### config.mk
export PLATFORM = sky130hd
export DESIGN_NAME = palette_lookup_arbiter_flat
export DESIGN_NICKNAME = d
export VERILOG_FILES = /design/src/rtl/palette_lookup_arbiter_pkg.sv /design/src/rtl/palette_lookup_arbiter_if.sv /design/src/rtl/palette_lookup_arbiter_rr_grant.sv /design/src/rtl/palette_lookup_arbiter.sv /design/src/flat_wrapper.sv
export SDC_FILE = /design/constraint.sdc
export NUM_CORES = 1
export LEC_CHECK = 0
export ABC_AREA = 0
export CAP_MARGIN = 0
export CORE_UTILIZATION = 35
export CTS_BUF_LIST = sky130_fd_sc_hd__clkbuf_2 sky130_fd_sc_hd__clkbuf_4 sky130_fd_sc_hd__clkbuf_8
export DETAILED_ROUTE_END_ITERATION = 10
export PLACE_DENSITY_LB_ADDON = 0.08
export SYNTH_ARGS = -nofsm -noshare
export SYNTH_HDL_FRONTEND = slang
export SYNTH_SLANG_ARGS = --single-unit
### constraint.sdc
create_clock -name Clk -period 3.4 [get_ports Clk]
set_input_delay 0.85 -clock Clk [delete_from_list [all_inputs] [get_ports Clk]]
set_output_delay 0.85 -clock Clk [all_outputs]
set_load 0.005 [all_outputs]
### src/rtl/palette_lookup_arbiter_pkg.sv
// Shared palette types plus the round-robin search used by the palette lookup arbiter.
package palette_arb_pkg;

   localparam int PAL_IDX_W  = 4;
   localparam int RGB_W      = 12;
   localparam int MAX_REQ    = 8;
   localparam int MAX_BANK_W = 8;

   typedef logic [11:0] rgb_t;

   typedef struct packed {
      logic [MAX_BANK_W-1:0] bank;
      logic [PAL_IDX_W-1:0]  index;
   } pal_req_t;

   // First asserted requester after ptr, wrapping modulo num; all zeros when none.
   function automatic logic [MAX_REQ-1:0] rr_next(input logic [MAX_REQ-1:0] valid,
                                                  input int unsigned ptr,
                                                  input int unsigned num);
      logic [MAX_REQ-1:0] grant;
      int unsigned        idx;
      logic               found;
      grant = '0;
      found = 1'b0;
      for (int unsigned k = 1; k <= MAX_REQ; k++) begin
         idx = (ptr + k) % num;
         if (k <= num && !found && valid[idx[2:0]]) begin
            grant[idx[2:0]] = 1'b1;
            found           = 1'b1;
         end
      end
      return grant;
   endfunction

endpackage

### src/rtl/palette_lookup_arbiter_if.sv
// Request, shared-palette and response signals of the palette lookup arbiter.
interface palette_lookup_arbiter_if #(
   parameter int NUM_REQ = 4,
   parameter int BANK_W  = 2,
   parameter int ID_W    = $clog2(NUM_REQ)
);
   logic [NUM_REQ-1:0]        req_valid;
   logic [NUM_REQ-1:0]        req_ready;
   logic [NUM_REQ*4-1:0]      req_index;
   logic [NUM_REQ*BANK_W-1:0] req_bank;
   logic [BANK_W-1:0]         pal_bank;
   logic [3:0]                pal_index;
   logic [11:0]               pal_rgb;
   logic                      rsp_valid;
   logic                      rsp_ready;
   logic [ID_W-1:0]           rsp_id;
   logic [11:0]               rsp_rgb;

   modport slave (
      input  req_valid, req_index, req_bank, pal_rgb, rsp_ready,
      output req_ready, pal_bank, pal_index, rsp_valid, rsp_id, rsp_rgb
   );

   modport master (
      output req_valid, req_index, req_bank, pal_rgb, rsp_ready,
      input  req_ready, pal_bank, pal_index, rsp_valid, rsp_id, rsp_rgb
   );
endinterface

### src/rtl/palette_lookup_arbiter_rr_grant.sv
// Round-robin grant over the requesters; ptr remembers the last requester served.
module palette_rr_grant
   import palette_arb_pkg::*;
#(
   parameter int NUM_REQ = 4,
   parameter int ID_W    = $clog2(NUM_REQ)
) (
   input  logic               Clk,
   input  logic               Reset,
   input  logic [NUM_REQ-1:0] req_valid,
   input  logic               accept,
   output logic [NUM_REQ-1:0] grant_onehot,
   output logic [ID_W-1:0]    grant_id
);

   logic [ID_W-1:0]    ptr;
   logic [MAX_REQ-1:0] valid_ext;
   logic [MAX_REQ-1:0] grant_ext;
   logic               unused_grant_hi;

   assign valid_ext       = MAX_REQ'(req_valid);
   assign grant_ext       = rr_next(valid_ext, 32'(ptr), NUM_REQ);
   assign grant_onehot    = grant_ext[NUM_REQ-1:0];
   assign unused_grant_hi = |grant_ext;

   always_comb begin
      grant_id = '0;
      for (int i = 0; i < NUM_REQ; i++) begin
         if (grant_onehot[i]) grant_id = ID_W'(i);
      end
   end

   // Reset points at the last requester so requester 0 wins the first search.
   always_ff @(posedge Clk or posedge Reset) begin
      if (Reset) begin
         ptr <= ID_W'(NUM_REQ - 1);
      end else if (accept && (|req_valid)) begin
         ptr <= grant_id;
      end
   end

endmodule

### src/rtl/palette_lookup_arbiter.sv
// Two-stage palette lookup shared by several sprite renderers: S1 drives the palette, S2 holds the tagged colour.
module palette_lookup_arbiter
   import palette_arb_pkg::*;
#(
   parameter int NUM_REQ = 4,
   parameter int BANK_W  = 2,
   parameter int ID_W    = $clog2(NUM_REQ)
) (
   input logic                   Clk,
   input logic                   Reset,
   palette_lookup_arbiter_if.slave bus
);

   logic                 s1_valid;
   logic [ID_W-1:0]      s1_id;
   pal_req_t             s1_req;
   logic                 rsp_valid_q;
   logic [ID_W-1:0]      rsp_id_q;
   rgb_t                 rsp_rgb_q;

   logic                 s2_free;
   logic                 s1_adv;
   logic                 accept;
   logic                 take;
   logic [NUM_REQ-1:0]   grant_onehot;
   logic [ID_W-1:0]      grant_id;
   logic [BANK_W-1:0]    sel_bank;
   logic [PAL_IDX_W-1:0] sel_index;
   logic                 unused_bank_hi;

   assign s2_free = !rsp_valid_q || bus.rsp_ready;
   assign s1_adv  = s1_valid && s2_free;
   assign accept  = !s1_valid || s1_adv;
   assign take    = accept && (|bus.req_valid);

   palette_rr_grant #(
      .NUM_REQ (NUM_REQ),
      .ID_W    (ID_W)
   ) u_grant (
      .Clk          (Clk),
      .Reset        (Reset),
      .req_valid    (bus.req_valid),
      .accept       (accept),
      .grant_onehot (grant_onehot),
      .grant_id     (grant_id)
   );

   // Reset gates ready so nothing appears accepted while the pipeline is being cleared.
   assign bus.req_ready = {NUM_REQ{accept && !Reset}} & grant_onehot;

   always_comb begin
      sel_bank  = '0;
      sel_index = '0;
      for (int i = 0; i < NUM_REQ; i++) begin
         if (grant_onehot[i]) begin
            sel_bank  = bus.req_bank[i*BANK_W +: BANK_W];
            sel_index = bus.req_index[i*PAL_IDX_W +: PAL_IDX_W];
         end
      end
   end

   // S1 keeps its bank/index after emptying so the palette inputs never glitch.
   always_ff @(posedge Clk or posedge Reset) begin
      if (Reset) begin
         s1_valid <= 1'b0;
         s1_id    <= '0;
         s1_req   <= '0;
      end else if (take) begin
         s1_valid <= 1'b1;
         s1_id    <= grant_id;
         s1_req   <= '{bank: MAX_BANK_W'(sel_bank), index: sel_index};
      end else if (s1_adv) begin
         s1_valid <= 1'b0;
      end
   end

   always_ff @(posedge Clk or posedge Reset) begin
      if (Reset) begin
         rsp_valid_q <= 1'b0;
         rsp_id_q    <= '0;
         rsp_rgb_q   <= '0;
      end else if (s1_adv) begin
         rsp_valid_q <= 1'b1;
         rsp_id_q    <= s1_id;
         rsp_rgb_q   <= bus.pal_rgb;
      end else if (bus.rsp_ready) begin
         rsp_valid_q <= 1'b0;
      end
   end

   assign bus.pal_bank    = s1_req.bank[BANK_W-1:0];
   assign bus.pal_index   = s1_req.index;
   assign unused_bank_hi  = |s1_req.bank;
   assign bus.rsp_valid   = rsp_valid_q;
   assign bus.rsp_id      = rsp_id_q;
   assign bus.rsp_rgb     = rsp_rgb_q;

endmodule

### src/flat_wrapper.sv
// flat-port wrapper written by rule: the top's interface ports become plain ports
module palette_lookup_arbiter_flat import palette_arb_pkg::*;
#(
   parameter int NUM_REQ = 4,
   parameter int BANK_W  = 2,
   parameter int ID_W    = $clog2(NUM_REQ)
)
  (Clk, Reset, bus_req_valid, bus_req_index, bus_req_bank, bus_pal_rgb, bus_rsp_ready, bus_req_ready, bus_pal_bank, bus_pal_index, bus_rsp_valid, bus_rsp_id, bus_rsp_rgb);
  palette_lookup_arbiter_if #(.NUM_REQ(NUM_REQ), .BANK_W(BANK_W), .ID_W(ID_W)) bus_i ();
  input logic Clk;
  input logic Reset;
  input wire logic [$bits(bus_i.req_valid)-1:0] bus_req_valid;
  input wire logic [$bits(bus_i.req_index)-1:0] bus_req_index;
  input wire logic [$bits(bus_i.req_bank)-1:0] bus_req_bank;
  input wire logic [$bits(bus_i.pal_rgb)-1:0] bus_pal_rgb;
  input wire logic [$bits(bus_i.rsp_ready)-1:0] bus_rsp_ready;
  output wire logic [$bits(bus_i.req_ready)-1:0] bus_req_ready;
  output wire logic [$bits(bus_i.pal_bank)-1:0] bus_pal_bank;
  output wire logic [$bits(bus_i.pal_index)-1:0] bus_pal_index;
  output wire logic [$bits(bus_i.rsp_valid)-1:0] bus_rsp_valid;
  output wire logic [$bits(bus_i.rsp_id)-1:0] bus_rsp_id;
  output wire logic [$bits(bus_i.rsp_rgb)-1:0] bus_rsp_rgb;
  assign bus_i.req_valid = bus_req_valid;
  assign bus_i.req_index = bus_req_index;
  assign bus_i.req_bank = bus_req_bank;
  assign bus_i.pal_rgb = bus_pal_rgb;
  assign bus_i.rsp_ready = bus_rsp_ready;
  assign bus_req_ready = bus_i.req_ready;
  assign bus_pal_bank = bus_i.pal_bank;
  assign bus_pal_index = bus_i.pal_index;
  assign bus_rsp_valid = bus_i.rsp_valid;
  assign bus_rsp_id = bus_i.rsp_id;
  assign bus_rsp_rgb = bus_i.rsp_rgb;
  palette_lookup_arbiter #(.NUM_REQ(NUM_REQ), .BANK_W(BANK_W), .ID_W(ID_W)) u_core (.Clk(Clk), .Reset(Reset), .bus(bus_i));
endmodule
==> summary.txt, run 1 <==
Job
  – Max-cap violations: 0

Place
  – Detailed Place HPWL: 3390 um
  – Setup WS pre-CTS: -0.7234 ns
  – Placer Congestion: 0.8473
  – Placed Instances: 280
  – Port bufs: 67
  – Post-DP Area: 2535 sq um

CTS
  – Reg clk slew, reported paths: 0.09 ns
  – Clk_lat worst skew: 0.27 ns
  – H-tree lvl count: 1
  – Clk root buf: clkbuf_8
  – Hold_buf cts: 0
  – Inserted Clock Buffers: 3
  – Clock sink total: 26
  – CTS tree: built
  – Max Buffers Root-to-Sink: 2

Critical path
  – CP Class: in2out
  – CP startpoint kind: primary input
  – Crit Reg-Reg Startpoint: u_core.u_grant.ptr[0]$_DFFE_PP1P_
  – CP top delay family: buffers and inverters
  – Max incr delay on CP: 0.51 ns
  – Worst path bufs/invs: 4
  – Critical path's slowest cell: mux4_2
  – Setup crit end kind: output port
  – Crit-path cells: buf_6, buf_6, mux4_2, buf_6, a21o_1, a32o_2, a21oi_2, nor2_1, dlygate4sd2_1
  – FF-to-FF End: u_core.bus.pal_bank[1]$_DFFE_PP0P_
  – Reg2reg path depth: 19
  – Worst path required time: 2.55 ns
  – Crit Path Max Fanout: 8
  – Most used cell, CP: buf_6
  – Reg2Reg Setup Slack: 0 ns
  – Worst Path Arrival: 2.61 ns

Run status
  – Status: finished, violations left
  – Violated checks: setup timing

Route
  – Routed len/inst: 15.71 um
  – WL final: 4698 um
  – Routed Antenna Nets: 0
  – Vias: 1565
  – Drt pass-1 iters: 4
  – Drt first-iter violations: 41
  – DRC Markers: 0
  – Vias per std cell: 5.234

STA
  – Post-route minimum period: 3.455 ns
  – Final Skew: 0.004308 ns
  – Max Clk Rate: 289.4 MHz
  – Max Slew Vio Count: 0
  – Setup TNS: -0.2798 ns
  – Final setup vio count: 9
  – Final Worst Setup Slack: -0.05517 ns
  – Final period utilization: 1.016
  – RSZ-0062 raised after global routing: true
  – Max-Slew Margin vs Limit: 0.6109
  – Final Hold Viols: 0
  – Worst Tran Pin Value: 0.5822 ns
  – WHS: 0.4996 ns

Floorplanning
  – Die W: 69.62 um
  – I/O pin total: 68
  – Starting Density: 0.3650
  – Core area: 4384 sq um
  – Die height: 69.62 um
  – Row cnt: 24
  – Die area: 4847 sq um

Power
  – Power Density: 842.1 nW/um^2
  – Leakage Power: 1.195 nW
  – VDD IR max: 0.3516 mV
  – Total Power: 2.323 mW

Min path
  – Hold_sp: u_core.s1_id[1]$_DFFE_PP0P_
  – Hold Crit Class: reg2reg
  – WHS Path Cells: 1
  – WHS Endpoint: u_core.s1_id[1]$_DFFE_PP0P_

Logic synthesis
  – Post-synthesis cell type count: 38
  – Post-Syn Instances: 135
  – Yosys reg bits: 26
  – Post-Syn Area per Cell: 11.85 sq um
  – Area leader, netlist: dfrtp_1
  – Sequential fraction of the synthesis area: 0.4081
  – Synth top area cells: dfrtp_1, mux2_2, a221o_1, ha_1, nor2b_1
  – Mapped cell area: 1600 sq um
  – Yosys warning count: 0
  – Syn nets: 186
  – Synth top area share: 0.3753

Final layout
  – Layout area overhead: 72.40%
  – Layout cell share with drive strength beyond 1: 0.3563
  – Diode count: 0
  – Post-route insts no fill: 299
  – Final instance area: 2759 sq um
  – Fin util: 0.6293
  – Nets: 299

Global route
  – Initial antenna violation count: 0
  – First-pass GRT wire length: 7659 um
  – Vias in the first global route: 1716
  – Total grt overflow: 0
  – Largest net degree at the start of global routing: 27
  – All-layer global routing usage: 0.1978
[metal layers]
layer | global-route usage | wire, um
met2 | 0.3700 | 2464
met5 | 0 | 0
met3 | 0.04651 | 261
met4 | 0.04444 | 19
met1 | 0.2270 | 1953
[placed cells by master (no fill, tap or decap), types with 2 or more instances in the layout]
master,count
nand2_1,6
a32o_2,2
dfrtp_1,24
nor2b_1,12
buf_2,3
inv_1,2
nand3b_1,2
buf_4,41
a21o_1,3
o21a_1,8
mux2_2,14
clkbuf_8,3
a221o_1,12
ha_1,7
a21oi_1,2
dfstp_2,2
clkdlybuf4s50_1,59
a21oi_2,2
nand2b_1,6
dlygate4sd2_1,2
mux4_2,3
o22a_1,2
buf_6,6
nor3_1,2
[report_power, final]
| group | total (mW) | leakage [nW] | switching, mW | internal, mW |
|---|---|---|---|---|
| combinational | 1.62 | 0.863 | 0.664 | 0.952 |
| sequential | 0.450 | 0.296 | 0.0425 | 0.408 |
| clock | 0.257 | 0.0357 | 0.0993 | 0.157 |
[layout make-up]
cell class	instances	area [sq um]
clock buffer	3	41.29
tap	52	65.06
sequential	26	653.1
fill	374	1625
timing repair buffer	111	998.5
inverter	4	17.52
multi-input combinational	102	953.4
clock inverter	1	30.03
[sequential cells by signal, indices dropped and copies added, names as in the netlist]
register and cells:
u_core.bus.pal_index 4, u_core.u_grant.ptr 2, u_core.bus.pal_bank 2, u_core.bus.rsp_rgb 12, u_core.s1_valid 1, u_core.s1_id 2, u_core.bus.rsp_id 2, u_core.bus.rsp_valid 1
[what timing repair did]
action / CTS / global route
gates resized for setup: 34 / 13
pin swaps: 4 / 6
endpoints found under the setup margin: 5 / 10
setup buffers: 8 / 8
[synth_stat cells]
master and n:
nor3b_1 1, a221o_1 12, mux2_2 14, o21ai_0 1, nor2_1 2, clkbuf_1 1, nor4_1 1, and3b_1 1
and2_1 1, buf_6 1, inv_1 3, mux4_2 3, or2_2 1, or3b_1 1, dfrtp_1 24, a221oi_2 1
a32o_1 2, a22o_1 1, nand2_1 6, a2111oi_4 1, nor2b_1 12, a2111oi_2 1, or2_1 1, o22a_1 2
a21o_4 1, o21ai_1 1, buf_1 1, nand2b_1 6, o21a_1 8, a21oi_1 4, a21o_1 3, dfstp_2 2
a32oi_1 1, ha_1 8, nor3_1 2, a222oi_1 1, nand3b_1 2, clkinv_1 1
[how the worst max path moves through the flow]
| stage | startpoint | endpoint | slack [ns] | cells after the start |
|---|---|---|---|---|
| final | bus_req_valid[2] | bus_req_ready[3] | -0.06 | 9 |
| after global routing | bus_req_valid[2] | u_core.bus.pal_bank[1]$_DFFE_PP0P_ | -0.14 | 20 |
| after CTS | bus_req_valid[3] | u_core.bus.pal_index[3]$_DFFE_PP0P_ | 0.008 | 17 |
| after detailed placement | bus_req_valid[2] | bus_req_ready[0] | -0.72 | 7 |
| after global placement | bus_req_valid[2] | bus_req_ready[2] | -0.67 | 7 |
| after floorplan | u_core.u_grant.ptr[0]$_DFFE_PP1P_ | bus_req_ready[3] | 0.28 | 8 |
[cell families (layout without fill, tap and decap cells)]
logic type	count (synthesis)	count (layout)	synth area share
AOI/OAI and AO/OA	40	40	0.2314
and+or+nand+nor	37	37	0.1361
DFF	26	26	0.4081
muxes	17	17	0.1407
adders and majority gates	8	8	0.06255
buffers and inverters	7	119	0.02110
No activity file was read; power rests on OpenSTA's default activity.
==> run 2: changes to the inputs <==
--- a/config.mk
+++ b/config.mk
@@ -11,6 +11,8 @@
 export CTS_BUF_LIST = sky130_fd_sc_hd__clkbuf_2 sky130_fd_sc_hd__clkbuf_4 sky130_fd_sc_hd__clkbuf_8
 export DETAILED_ROUTE_END_ITERATION = 10
 export PLACE_DENSITY_LB_ADDON = 0.08
+export SETUP_SLACK_MARGIN = 0.05
+export SLEW_MARGIN = 40
 export SYNTH_ARGS = -nofsm -noshare
 export SYNTH_HDL_FRONTEND = slang
 export SYNTH_SLANG_ARGS = --single-unit
==> constraint.sdc (replaced) <==
create_clock -name Clk -period 3.4 [get_ports Clk]
set_input_delay 0.51 -clock Clk [delete_from_list [all_inputs] [get_ports Clk]]
set_output_delay 0.51 -clock Clk [all_outputs]
set_load 0.005 [all_outputs]
==> run 2 against run 1 <==
Critical path type is now reg2out; the flow now finishes without violations; critical endpoint is now bus_req_ready[0]; power is 14% lower; fmax up 5.6%; die area is the same.
==> summary.txt, run 2 (synthesis gave the netlist of run 1 again) <==
CTS
  – Hold_buf cts: 0
  – CTS tree: built
  – Clock sink total: 26
  – Reg clk slew, reported paths: 0.10 ns
  – Clk_lat worst skew: 0.27 ns
  – H-tree lvl count: 1
  – Inserted Clock Buffers: 3
  – Clk root buf: clkbuf_8
  – Max Buffers Root-to-Sink: 2

Power
  – Power Density: 782.6 nW/um^2
  – VDD IR max: 0.3051 mV
  – Total Power: 2.006 mW
  – Leakage Power: 1.072 nW

Min path
  – Hold Crit Class: reg2reg
  – WHS Path Cells: 1

Floorplanning
  – Die area: 4847 sq um
  – Row cnt: 24
  – Core area: 4384 sq um
  – Die height: 69.62 um
  – Starting Density: 0.3650
  – Die W: 69.62 um
  – I/O pin total: 68

STA
  – Post-route minimum period: 3.272 ns
  – Max Slew Vio Count: 0
  – Setup TNS: 0 ns
  – Final Skew: 0.003198 ns
  – Worst Tran Pin Value: 0.5702 ns
  – Max Clk Rate: 305.7 MHz
  – Final period utilization: 0.9622
  – Max-Slew Margin vs Limit: 0.6189
  – Final setup vio count: 0
  – Final Worst Setup Slack: 0.1285 ns
  – RSZ-0062 raised after global routing: true
  – Final Hold Viols: 0

Critical path
  – Worst Path Arrival: 2.76 ns
  – Worst path required time: 2.89 ns
  – CP startpoint kind: flop
  – Crit Reg-Reg Startpoint: u_core.u_grant.ptr[1]$_DFFE_PP1P_
  – Critical path origin: u_core.u_grant.ptr[1]$_DFFE_PP1P_
  – Critical path's slowest cell: dfstp_2
  – Crit-path cells: clkinvlp_4, ha_4, mux4_2, and2_1, a222oi_1, a21oi_1, clkdlybuf4s50_1
  – CP Class: reg2out
  – Worst Setup EP: bus_req_ready[0]
  – Reg2Reg Setup Slack: 0.41 ns
  – Max incr delay on CP: 0.57 ns
  – Reg2reg path depth: 9
  – FF-to-FF End: u_core.bus.pal_bank[1]$_DFFE_PP0P_
  – Crit Path Max Fanout: 4
  – Setup crit end kind: output port

Final layout
  – Nets: 275
  – Most frequent cells in the layout: clkdlybuf4s50_1, dfrtp_1, buf_4
  – Layout cell share with drive strength beyond 1: 0.2287
  – Leading cell type in the layout, fill and taps excluded: clkdlybuf4s50_1
  – Layout area overhead: 60.20%
  – Diode count: 0
  – # fillers: 362
  – Post-route insts no fill: 275
  – Max reg flops: 12
  – Final instance area: 2564 sq um

Place
  – Placer Congestion: 0.8772
  – Detailed Place HPWL: 3199 um
  – Port bufs: 67
  – Setup WS pre-CTS: -0.03039 ns
  – Post-DP Area: 2437 sq um
  – Placed Instances: 267

Run status
  – Status: complete, no violations

Global route
  – Total grt overflow: 0
  – Vias in the first global route: 1461
  – Initial antenna violation count: 0
  – All-layer global routing usage: 0.1817
  – First-pass GRT wire length: 7107 um
  – Largest net degree at the start of global routing: 27

Job
  – Max-cap violations: 0

Route
  – Drt pass-1 iters: 6
  – WL final: 4336 um
  – Routed len/inst: 15.77 um
  – Vias per std cell: 5.302
  – Routed Antenna Nets: 0
  – DRC Markers: 0
  – Vias: 1458
  – Drt first-iter violations: 117
## run 2: changes by cell type in the layout (fill, tap and decap cells not counted), sizes merged
cell,delta
clkinvlp,+1
clkdlybuf4s50,+3
dlygate4sd2,+1
clkinv,+1
inv,-2
dlymetal6s2s,+2
buf,-30
## run 2: layout make-up
class                           instances  area [sq um]  area share
Clock inverter                          1         30.03     0.01171
Tap cell                               52         65.06     0.02538
Clock buffer                            3         41.29     0.01611
Inverter                                4         18.77    0.007321
Timing Repair Buffer                   87         825.8      0.3221
Sequential cell                        26         653.1      0.2548
Multi-Input combinational cell        102         929.6      0.3626
## run 2: power breakdown
group	internal [mW]	switching, mW
Sequential	0.408	0.0467
Combinational	0.708	0.582
Clock	0.158	0.105
Total	1.27	0.733
## run 2: worst min path at each step
stage	startpoint	endpoint	slack [ns]
after global routing	u_core.bus.rsp_id[0]$_DFFE_PP0P_	u_core.bus.rsp_id[0]$_DFFE_PP0P_	0.53
final	u_core.s1_id[1]$_DFFE_PP0P_	u_core.s1_id[1]$_DFFE_PP0P_	0.51
after CTS	u_core.s1_id[1]$_DFFE_PP0P_	u_core.s1_id[1]$_DFFE_PP0P_	0.51
after floorplan	u_core.s1_id[1]$_DFFE_PP0P_	u_core.s1_id[1]$_DFFE_PP0P_	0.46
after global placement	u_core.s1_id[1]$_DFFE_PP0P_	u_core.s1_id[1]$_DFFE_PP0P_	0.48
after detailed placement	u_core.s1_id[1]$_DFFE_PP0P_	u_core.s1_id[1]$_DFFE_PP0P_	0.48
## run 2: what timing repair did
| action | CTS | global route |
|---|---|---|
| gates cloned | 0 | 0 |
| pin swaps | 1 | 1 |
| setup buffers | 0 | 4 |
| endpoints found under the setup margin | 4 | 3 |
| gates resized for setup | 5 | 5 |
## run 2: critical path: cells and delay by family, from the launching register on
| kind | cells | cell delay, ns |
|---|---|---|
| buffers and inverters | 2 | 0.58 |
| DFF | 1 | 0.57 |
| AOI/OAI and AO/OA | 2 | 0.53 |
| muxes | 1 | 0.34 |
| adders and majority gates | 1 | 0.28 |
| and+or+nand+nor | 1 | 0.18 |
## run 2: per-layer routing
| metal | global-route usage | wire length, um | part of all wire |
|---|---|---|---|
| met5 | 0 | 0 | 0 |
| met4 | 0.03111 | 0 | 0 |
| met3 | 0.05523 | 303 | 0.070 |
| met2 | 0.2999 | 2123 | 0.49 |
| met1 | 0.2391 | 1909 | 0.44 |
## run 2: metrics by stage
step | utilization | hold slack, ns
finish | 0.5848 | 0.5075
global route | 0.5848 | 0.5291
CTS | 0.5748 | 0.5079
detailed placement | 0.5559 | 0.4847
global placement | 0.5559 | 0.4803
floorplan | - | 0.4603
